**src/rtl/layer_seq_fix_pkg.sv**
```systemverilog
// rtl/layer_seq_fix_pkg.sv - state encoding and address-width helper shared by the layer sequencer
package layer_seq_fix_pkg;

    typedef enum logic [2:0] {
        ST_IDLE,
        ST_CLR,
        ST_RUN,
        ST_DRAIN,
        ST_OUT,
        ST_DONE
    } state_t;

    // Width of an index over n entries; a single-entry space still gets one bit.
    function automatic int addr_w(input int n);
        return (n > 1) ? $clog2(n) : 1;
    endfunction

endpackage

```
**src/rtl/layer_seq_fix_idx_cnt.sv**
```systemverilog
// rtl/layer_seq_fix_idx_cnt.sv - modulo-MOD up-counter with load-zero, increment enable and terminal flag
module layer_seq_fix_idx_cnt
    import layer_seq_fix_pkg::*;
#(
    parameter int MOD = 4
) (
    input  logic                   clk,
    input  logic                   rst,
    input  logic                   clr,
    input  logic                   inc,
    output logic [addr_w(MOD)-1:0] cnt,
    output logic                   last
);
    localparam int CW = addr_w(MOD);

    assign last = (cnt == CW'(MOD - 1));

    always_ff @(posedge clk) begin
        if (rst || clr) begin
            cnt <= '0;
        end else if (inc) begin
            cnt <= last ? '0 : cnt + CW'(1);
        end
    end

endmodule

```
**src/rtl/layer_seq_fix.sv**
```systemverilog
// rtl/layer_seq_fix.sv - fully-connected layer sequencer; fetches operands, drives the MAC, hands results downstream
module layer_seq_fix
    import layer_seq_fix_pkg::*;
#(
    parameter int W    = 16,
    parameter int N    = 784,
    parameter int M    = 10,
    parameter int RELU = 1
) (
    input  logic                   clk,
    input  logic                   rst,
    input  logic                   start,
    output logic                   busy,
    output logic                   done,
    output logic [addr_w(N)-1:0]   in_addr,
    input  logic [W-1:0]           in_rdata,
    output logic [addr_w(N*M)-1:0] w_addr,
    input  logic [W-1:0]           w_rdata,
    output logic [W-1:0]           mac_x,
    output logic [W-1:0]           mac_c,
    output logic                   mac_en,
    output logic                   mac_clr,
    input  logic [W-1:0]           mac_o,
    output logic                   res_valid,
    input  logic                   res_ready,
    output logic [W-1:0]           res_data,
    output logic [addr_w(M)-1:0]   res_idx
);
    localparam int IW = addr_w(N);
    localparam int WW = addr_w(N*M);
    localparam int JW = addr_w(M);

    state_t        state;
    logic [IW-1:0] i_val;
    logic          i_last;
    logic [JW-1:0] j_val;
    logic          j_last;
    logic          accept_start;
    logic          xfer;
    logic          issue;

    assign mac_x = in_rdata;
    assign mac_c = w_rdata;

    assign accept_start = (state == ST_IDLE) && start;
    assign xfer         = (state == ST_OUT) && res_ready;

    // Address 0 goes out on CLR entry; CLR and each RUN cycle k then prefetch k+1 while it exists.
    assign issue = ((state == ST_CLR) && (N > 1)) ||
                   ((state == ST_RUN) && ((int'(i_val) + 2) < N));

    layer_seq_fix_idx_cnt #(.MOD(N)) u_i_cnt (
        .clk  (clk),
        .rst  (rst),
        .clr  (state == ST_CLR),
        .inc  (state == ST_RUN),
        .cnt  (i_val),
        .last (i_last)
    );

    layer_seq_fix_idx_cnt #(.MOD(M)) u_j_cnt (
        .clk  (clk),
        .rst  (rst),
        .clr  (accept_start),
        .inc  (xfer && !j_last),
        .cnt  (j_val),
        .last (j_last)
    );

    always_ff @(posedge clk) begin
        if (rst) begin
            state     <= ST_IDLE;
            busy      <= 1'b0;
            done      <= 1'b0;
            mac_en    <= 1'b0;
            mac_clr   <= 1'b0;
            res_valid <= 1'b0;
            res_data  <= '0;
            res_idx   <= '0;
            in_addr   <= '0;
            w_addr    <= '0;
        end else begin
            done    <= 1'b0;
            mac_clr <= 1'b0;
            if (issue) begin
                in_addr <= in_addr + IW'(1);
                w_addr  <= w_addr + WW'(1);
            end
            case (state)
                ST_IDLE: begin
                    if (start) begin
                        state   <= ST_CLR;
                        busy    <= 1'b1;
                        mac_clr <= 1'b1;
                        in_addr <= '0;
                        w_addr  <= '0;
                    end
                end
                ST_CLR: begin
                    state  <= ST_RUN;
                    mac_en <= 1'b1;
                end
                ST_RUN: begin
                    if (i_last) begin
                        state  <= ST_DRAIN;
                        mac_en <= 1'b0;
                    end
                end
                ST_DRAIN: begin
                    state     <= ST_OUT;
                    res_valid <= 1'b1;
                    res_data  <= ((RELU != 0) && mac_o[W-1]) ? '0 : mac_o;
                    res_idx   <= j_val;
                end
                ST_OUT: begin
                    if (res_ready) begin
                        res_valid <= 1'b0;
                        if (j_last) begin
                            state <= ST_DONE;
                            busy  <= 1'b0;
                            done  <= 1'b1;
                        end else begin
                            // Next row's weights continue linearly from where this row stopped.
                            state   <= ST_CLR;
                            mac_clr <= 1'b1;
                            in_addr <= '0;
                            w_addr  <= w_addr + WW'(1);
                        end
                    end
                end
                ST_DONE: begin
                    state <= ST_IDLE;
                end
                default: begin
                    state <= ST_IDLE;
                end
            endcase
        end
    end

endmodule

```
**config.mk**
```make
export PLATFORM = sky130hd
export DESIGN_NAME = layer_seq_fix
export DESIGN_NICKNAME = d
export VERILOG_FILES = /design/src/rtl/layer_seq_fix_pkg.sv /design/src/rtl/layer_seq_fix_idx_cnt.sv /design/src/rtl/layer_seq_fix.sv
export SDC_FILE = /design/constraint.sdc
export NUM_CORES = 1
export LEC_CHECK = 0
export ABC_AREA = 1
export CELL_PAD_IN_SITES_DETAIL_PLACEMENT = 0
export CELL_PAD_IN_SITES_GLOBAL_PLACEMENT = 1
export CORE_MARGIN = 8
export CORE_UTILIZATION = 34
export CTS_CLUSTER_DIAMETER = 50
export DETAILED_ROUTE_END_ITERATION = 10
export GPL_TIMING_DRIVEN = 0
export MAX_ROUTING_LAYER = met4
export PLACE_DENSITY_LB_ADDON = 0.25
export SLEW_MARGIN = 20
export SYNTH_ARGS = -nofsm -noshare
export SYNTH_HDL_FRONTEND = slang
export SYNTH_SLANG_ARGS = --single-unit
```
**constraint.sdc**
```tcl
create_clock -name clk -period 2.4 [get_ports clk]
set_input_delay 0.72 -clock clk [delete_from_list [all_inputs] [get_ports clk]]
set_output_delay 0.72 -clock clk [all_outputs]
set_load 0.05 [all_outputs]
```
==> results of run 1 <==
[layer usage]
layer / wire length, um / track usage / vias to the layer above
met5: 0 / - / -
met4: 97 / 0.03953 / 0
met3: 547 / 0.03826 / 10
met2: 4850 / 0.2413 / 103
met1: 4684 / 0.1730 / 1553
li1: - / - / 1807
[per-stage QoR]
stage	cell area, um^2	utilization	worst slack (ns)	hold WS (ns)
finish	4951	0.4796	0.03963	0.4693
global route	4951	0.4796	0.008463	0.4841
CTS	4943	0.4789	0.01404	0.4722
detailed placement	4762	0.4613	0.07410	0.4579
global placement	4762	0.4613	0.08597	0.4497
floorplan	3621	-	0.4497	0.4608
[worst min-delay path, stage by stage, from the launching register on]
cell and delay [ns]:
dfxtp_1 0.31, nand2_1 0.06, a21oi_1 0.06
[power by group through the flow]
stage | combinational, mW | sequential, mW | clock (mW)
after floorplan | 0.515 | 1.34 | 0
after global placement | 0.934 | 1.19 | 0
after detailed placement | 0.941 | 1.19 | 0
after CTS | 0.944 | 1.17 | 0.911
after global routing | 1.01 | 1.18 | 0.955
final | 0.934 | 1.17 | 0.874
[what timing repair did]
action,in CTS,in global routing
pin swaps,0,0
buffers inserted,0,0
setup endpoints to repair,2,3
gates resized for setup,2,3
[cells by family after synthesis]
family          count (synthesis)
compound gates                 79
fa+ha+maj                       3
buf+inv                       108
xor+xnor                       20
simple gates                  228
other cells                     1
flops                          64
[layout make-up]
| type | instances | area share |
|---|---|---|
| Multi-Input combinational cell | 331 | 0.3619 |
| Sequential cell | 64 | 0.2588 |
| Timing Repair Buffer | 97 | 0.1971 |
| Buffer | 45 | 0.06293 |
| Inverter | 63 | 0.04776 |
| Tap cell | 136 | 0.03437 |
| Clock buffer | 9 | 0.02502 |
| Clock inverter | 7 | 0.01213 |
[final timing paths]
| kind | startpoint | endpoint | slack [ns] | cells past startpoint |
|---|---|---|---|---|
| worst max-delay path | w_addr[8]$_SDFF_PP0_ | w_addr[8] | 0.04 | 1 |
| worst min-delay path | res_data[14]$_SDFFE_PP0P_ | res_data[14]$_SDFFE_PP0P_ | 0.47 | 2 |
| worst max register to register | u_i_cnt.cnt[4]$_SDFFE_PP0P_ | w_addr[4]$_SDFF_PP0_ | 0.59 | 11 |
| worst min register to register | res_data[14]$_SDFFE_PP0P_ | res_data[14]$_SDFFE_PP0P_ | 0.47 | 2 |
[flip-flops by register name, indices dropped and copies added (netlist names)]
name,flops
busy,1
state,3
u_j_cnt.cnt,4
res_data,15
in_addr,10
mac_clr,1
mac_en,1
done,1
res_idx,4
w_addr,13
res_valid,1
u_i_cnt.cnt,10
[cells in the final DEF, fill, tap and decap left out, drive strengths merged]
master           n
nand2          113
clkdlybuf4s50   92
inv             66
dfxtp           64
nor2            50
nand3           42
a21oi           40
buf             39
xor2            19
o21ai           19
clkbuf          15
nor3            12
o211ai           8
a211oi           6
nand4            5
ha               3
dlymetal6s2s     3
clkinv           3
o22ai            2
nor4             2
dlygate4sd2      2
or2              2
o32ai            1
a21boi           1
a31oi            1
nand3b           1
nor3b            1
o2111ai          1
xnor2            1
conb             1
clkinvlp         1
==> impl_metrics.json, run 1 <==
{
  "finalCritPeriodShare": 0.9835,
  "fin_nets": 666,
  "slew_headroom": 0.6064,
  "seqPwrFrac": 0.393,
  "drc_errors": 0,
  "fp.dieArea_um2": 14210,
  "cts_hold_buf": 0,
  "status": "completed",
  "antenna_found_initial": 0,
  "numCtsBuffers": 9,
  "grt_pass1_wl_um": 16860,
  "vdd_ir_drop_max_v": 0.0003046,
  "switchingPower_mw": 1.147,
  "synthMuxAreaShare": 0,
  "synth_top_family_by_area": "simple AND/OR/NAND/NOR gates",
  "netlist_top_cells_count": "104 x nand2_1, 64 x dfxtp_1, 52 x inv_1",
  "antenna_cells": 0,
  "gp_congestion": 0.8670,
  "cp.required_ns": 1.68,
  "io_pins": 132,
  "slowest_delay_ns": 0.85,
  "start_util": 0.3507,
  "dp_hpwl_um": 7954,
  "coreArea_um2": 10320,
  "rsz0062_at_grt": "false",
  "place_inst": 736,
  "seq_area_frac_synth": 0.3538,
  "synth_edf_count": 0,
  "cts_tree": "built",
  "firstDrtPassIters": 4,
  "min_period_ns": 2.360,
  "crit_chain": "clkdlybuf4s50_1",
  "worst-setup-path-type": "reg2out",
  "cp_top_family": "buffers and inverters",
  "combPwrFrac": 0.314,
  "synth_compound_area_frac": 0.1427,
  "fillCellCount": 1049,
  "netlist.area_leader.share": 0.3538,
  "synth_warnings": 0,
  "critPathMaxFanout": 6,
  "hp-class": "reg2reg",
  "rows": 37,
  "ys_ff_latch": 64,
  "hold_violations": 0,
  "multi_input_area_um2": 1792,
  "drive_above_1_share": 0.1607,
  "wl_per_cell_um": 13.54,
  "p_int_mw": 1.828,
  "drt_iter0_drc": 139,
  "synth_flop_cell": "dfxtp_1",
  "finalSetupViolations": 0,
  "ant_nets": 0,
  "htree_levels": 3,
  "synth_area_leaders": "dfxtp_1 35%, nand2_1 11%, buf_4 6.8%",
  "ff_latch_area_um2": 1281,
  "synth_xor_area_frac": 0.04838,
  "synth.avg_cell_area_um2": 7.199,
  "swShare": 0.3856,
  "synth_cell_types": 45,
  "vias": 3473,
  "power_frac_clock": 0.294,
  "slew_violations": 0,
  "total_power_mw": 2.975,
  "fmax_mhz": 423.7,
  "clk_pin_slew_ns": 0.08,
  "synthArstFlopShare": 0,
  "grt_max_degree": 15,
  "tightest_slew_ns": 0.5905,
  "arrival_ns": 1.64,
  "synth_fa_ha_area_frac": 0.01037,
  "clk_latency_ns": 0.35,
  "critPathSlowestCell": "clkdlybuf4s50_1",
  "wirelength_um": 10180,
  "syn2layout_area_growth_pct": 36.73,
  "power.density_nw_per_um2": 601.0,
  "track_usage": 0.1465,
  "overflow": 0,
  "die_w_um": 119.2,
  "instances_no_fill": 752,
  "cts_root_buf": "clkbuf_8",
  "cts_sinks": 64,
  "yosys.area_share.simple": 0.2923,
  "synth_nets": 558,
  "first_global_vias": 3564,
  "fin_worst_skew_ns": 0.01179,
  "syn_area_um2": 3621,
  "fp.dieH_um": 119.2,
  "vias_per_cell": 4.618,
  "p_leak_nw": 2.019,
  "portBuffers": 97,
  "syn_inst": 503,
  "max_cap_violations": 0,
  "synth.most_common_cell": "nand2_1",
  "start_kind": "flip-flop",
  "finalSetupTns_ns": 0,
  "synth_area_leader_cell": "dfxtp_1",
  "clk_path_buf_depth": 2,
  "path_buf_inv": 1,
  "endpoint_kind": "output pin"
}
No activity file was read; power rests on OpenSTA's default activity.
==> run 2, diff against run 1 <==
--- a/config.mk
+++ b/config.mk
@@ -11,6 +11,7 @@
 export CORE_MARGIN = 8
 export CORE_UTILIZATION = 34
 export CTS_CLUSTER_DIAMETER = 50
+export CTS_CLUSTER_SIZE = 16
 export DETAILED_ROUTE_END_ITERATION = 10
 export GPL_TIMING_DRIVEN = 0
 export MAX_ROUTING_LAYER = met4
==> constraint.sdc (replaced) <==
create_clock -name clk -period 2.9 [get_ports clk]
set_input_delay 0.87 -clock clk [delete_from_list [all_inputs] [get_ports clk]]
set_output_delay 0.87 -clock clk [all_outputs]
set_load 0.05 [all_outputs]
==> run 2 against run 1 <==
Net effect:
- first-iteration DRC count rose by 11%
- core utilization barely moved
- critical path depth rose by 1
- flip-flop and latch count did not move
- register-to-register slack improved by 0.52 ns
- cell count did not move
- power fell by 17%
- clock-buffer cell count did not move
- clock skew barely moved
- global-route usage barely moved
- critical endpoint is now mac_x[1]
- highest routed layer unchanged
==> impl_metrics.json, run 2 (synthesis results as in run 1) <==
{
  "rows": 37,
  "finalSetupViolations": 0,
  "cts_root_buf": "clkbuf_8",
  "portBuffers": 97,
  "antenna_cells": 0,
  "vdd_ir_drop_max_v": 0.0002521,
  "start_util": 0.3507,
  "critPathMaxFanout": 1,
  "status": "completed",
  "start_kind": "input port",
  "fin_worst_skew_ns": 0.01146,
  "track_usage": 0.1466,
  "largest_reg_flops": 15,
  "cp.required_ns": 2.03,
  "ant_nets": 0,
  "vias": 3469,
  "p_leak_nw": 1.957,
  "slew_violations": 0,
  "grt_max_degree": 15,
  "dr_wl_met3_um": 499,
  "cts_hold_buf": 0,
  "drt_iter0_drc": 154,
  "top_layer": "met4",
  "max_cap_violations": 0,
  "io_pins": 132,
  "hold_violations": 0,
  "total_power_mw": 2.462,
  "numCtsBuffers": 9,
  "crit_chain": "buf_4 > clkdlybuf4s50_1",
  "clk_pin_slew_ns": 0.08,
  "dp_hpwl_um": 7954,
  "slowest_delay_ns": 0.80,
  "critPathSlowestCell": "clkdlybuf4s50_1",
  "endpoint_kind": "output pin",
  "overflow": 0,
  "firstDrtPassIters": 4,
  "slew_headroom": 0.6062,
  "fin_nets": 666,
  "htree_levels": 3,
  "cts_tree": "built",
  "layout_common_cells": "104 x nand2_1, 97 x clkdlybuf4s50_1, 64 x dfxtp_1",
  "coreArea_um2": 10320,
  "min_period_ns": 2.616,
  "wirelength_um": 10190,
  "path_buf_inv": 2,
  "clk_path_buf_depth": 2,
  "tightest_slew_ns": 0.5908,
  "finalCritPeriodShare": 0.9019,
  "vias_per_cell": 4.613,
  "wl_per_cell_um": 13.55,
  "drc_errors": 0,
  "grt_pass1_wl_um": 16880,
  "gp_congestion": 0.8670,
  "cp_top_family": "buffers and inverters",
  "arrival_ns": 1.75,
  "final_common_cell": "nand2_1",
  "met2_length_um": 4888,
  "rsz0062_at_grt": "false",
  "first_global_vias": 3565,
  "regMostFlops": "res_data",
  "fmax_mhz": 382.3,
  "post_cts_buffers": 0,
  "dpl_worst_slack_ns": 0.2741,
  "worst_slack_ns": 0.2844,
  "drive_above_1_share": 0.1607,
  "fp.dieArea_um2": 14210,
  "top_regs": "res_data: 15 flops, w_addr: 13 flops",
  "clk_latency_ns": 0.35,
  "met1_length_um": 4736,
  "syn2layout_area_growth_pct": 36.59,
  "hp-class": "reg2reg",
  "power.density_nw_per_um2": 497.8,
  "worst-setup-path-type": "in2out",
  "finalSetupTns_ns": 0,
  "cts_sinks": 64,
  "post_cts_resize_count": 0,
  "antenna_found_initial": 0,
  "fp.dieH_um": 119.2,
  "die_w_um": 119.2
}
## run 2: cell count changes in the layout (fill, tap and decap cells not counted)
cell             change
clkdlybuf4s50_1      +5
dlygate4sd2_1        -2
dlymetal6s2s_1       -3
## run 2: worst paths after layout
path                                                   from                   endpoint  slack, ns  cells past startpoint
worst min-delay path              res_data[14]$_SDFFE_PP0P_  res_data[14]$_SDFFE_PP0P_       0.47                      2
worst max-delay path                            in_rdata[1]                   mac_x[1]       0.28                      2
worst min register to register    res_data[14]$_SDFFE_PP0P_  res_data[14]$_SDFFE_PP0P_       0.47                      2
worst max register to register  u_i_cnt.cnt[4]$_SDFFE_PP0P_       w_addr[4]$_SDFF_PP0_       1.11                     11
## run 2: metal layers
| metal | track usage | up-vias |
|---|---|---|
| li1 | - | 1806 |
| met1 | 0.1733 | 1563 |
| met2 | 0.2413 | 93 |
| met3 | 0.03826 | 7 |
| met4 | 0.03953 | 0 |
| met5 | - | - |
## run 2: report_power, final
group | switching, mW | leakage (nW) | internal, mW
logic | 0.507 | 1.35 | 0.265
clock network | 0.398 | 0.0912 | 0.325
registers | 0.0438 | 0.518 | 0.923
total | 0.949 | 1.96 | 1.51
## run 2: worst min-delay path, cell delays in order (launching register included)
cell,delay (ns)
dfxtp_1,0.31
nand2_1,0.06
a21oi_1,0.06
## run 2: area by class of cell
class / instances / area [um^2]
plain buffers: 45 / 311.5
repair buffers: 97 / 970.9
inverters: 63 / 236.5
well taps: 136 / 170.2
clock inverters: 7 / 60.06
multi-input cells: 331 / 1792
fillers: 1053 / 5378
flip-flops and latches: 64 / 1281
clock buffers: 9 / 123.9
## run 2: per-stage QoR
step	util	cells	instance area, um^2	hold slack [ns]
2_1_floorplan	-	503	3621	0.4608
3_3_place_gp	0.4613	736	4762	0.4497
3_5_place_dp	0.4613	736	4762	0.4579
4_1_cts	0.4791	752	4946	0.4722
5_1_grt	0.4791	752	4946	0.4841
6_report	0.4791	752	4946	0.4693
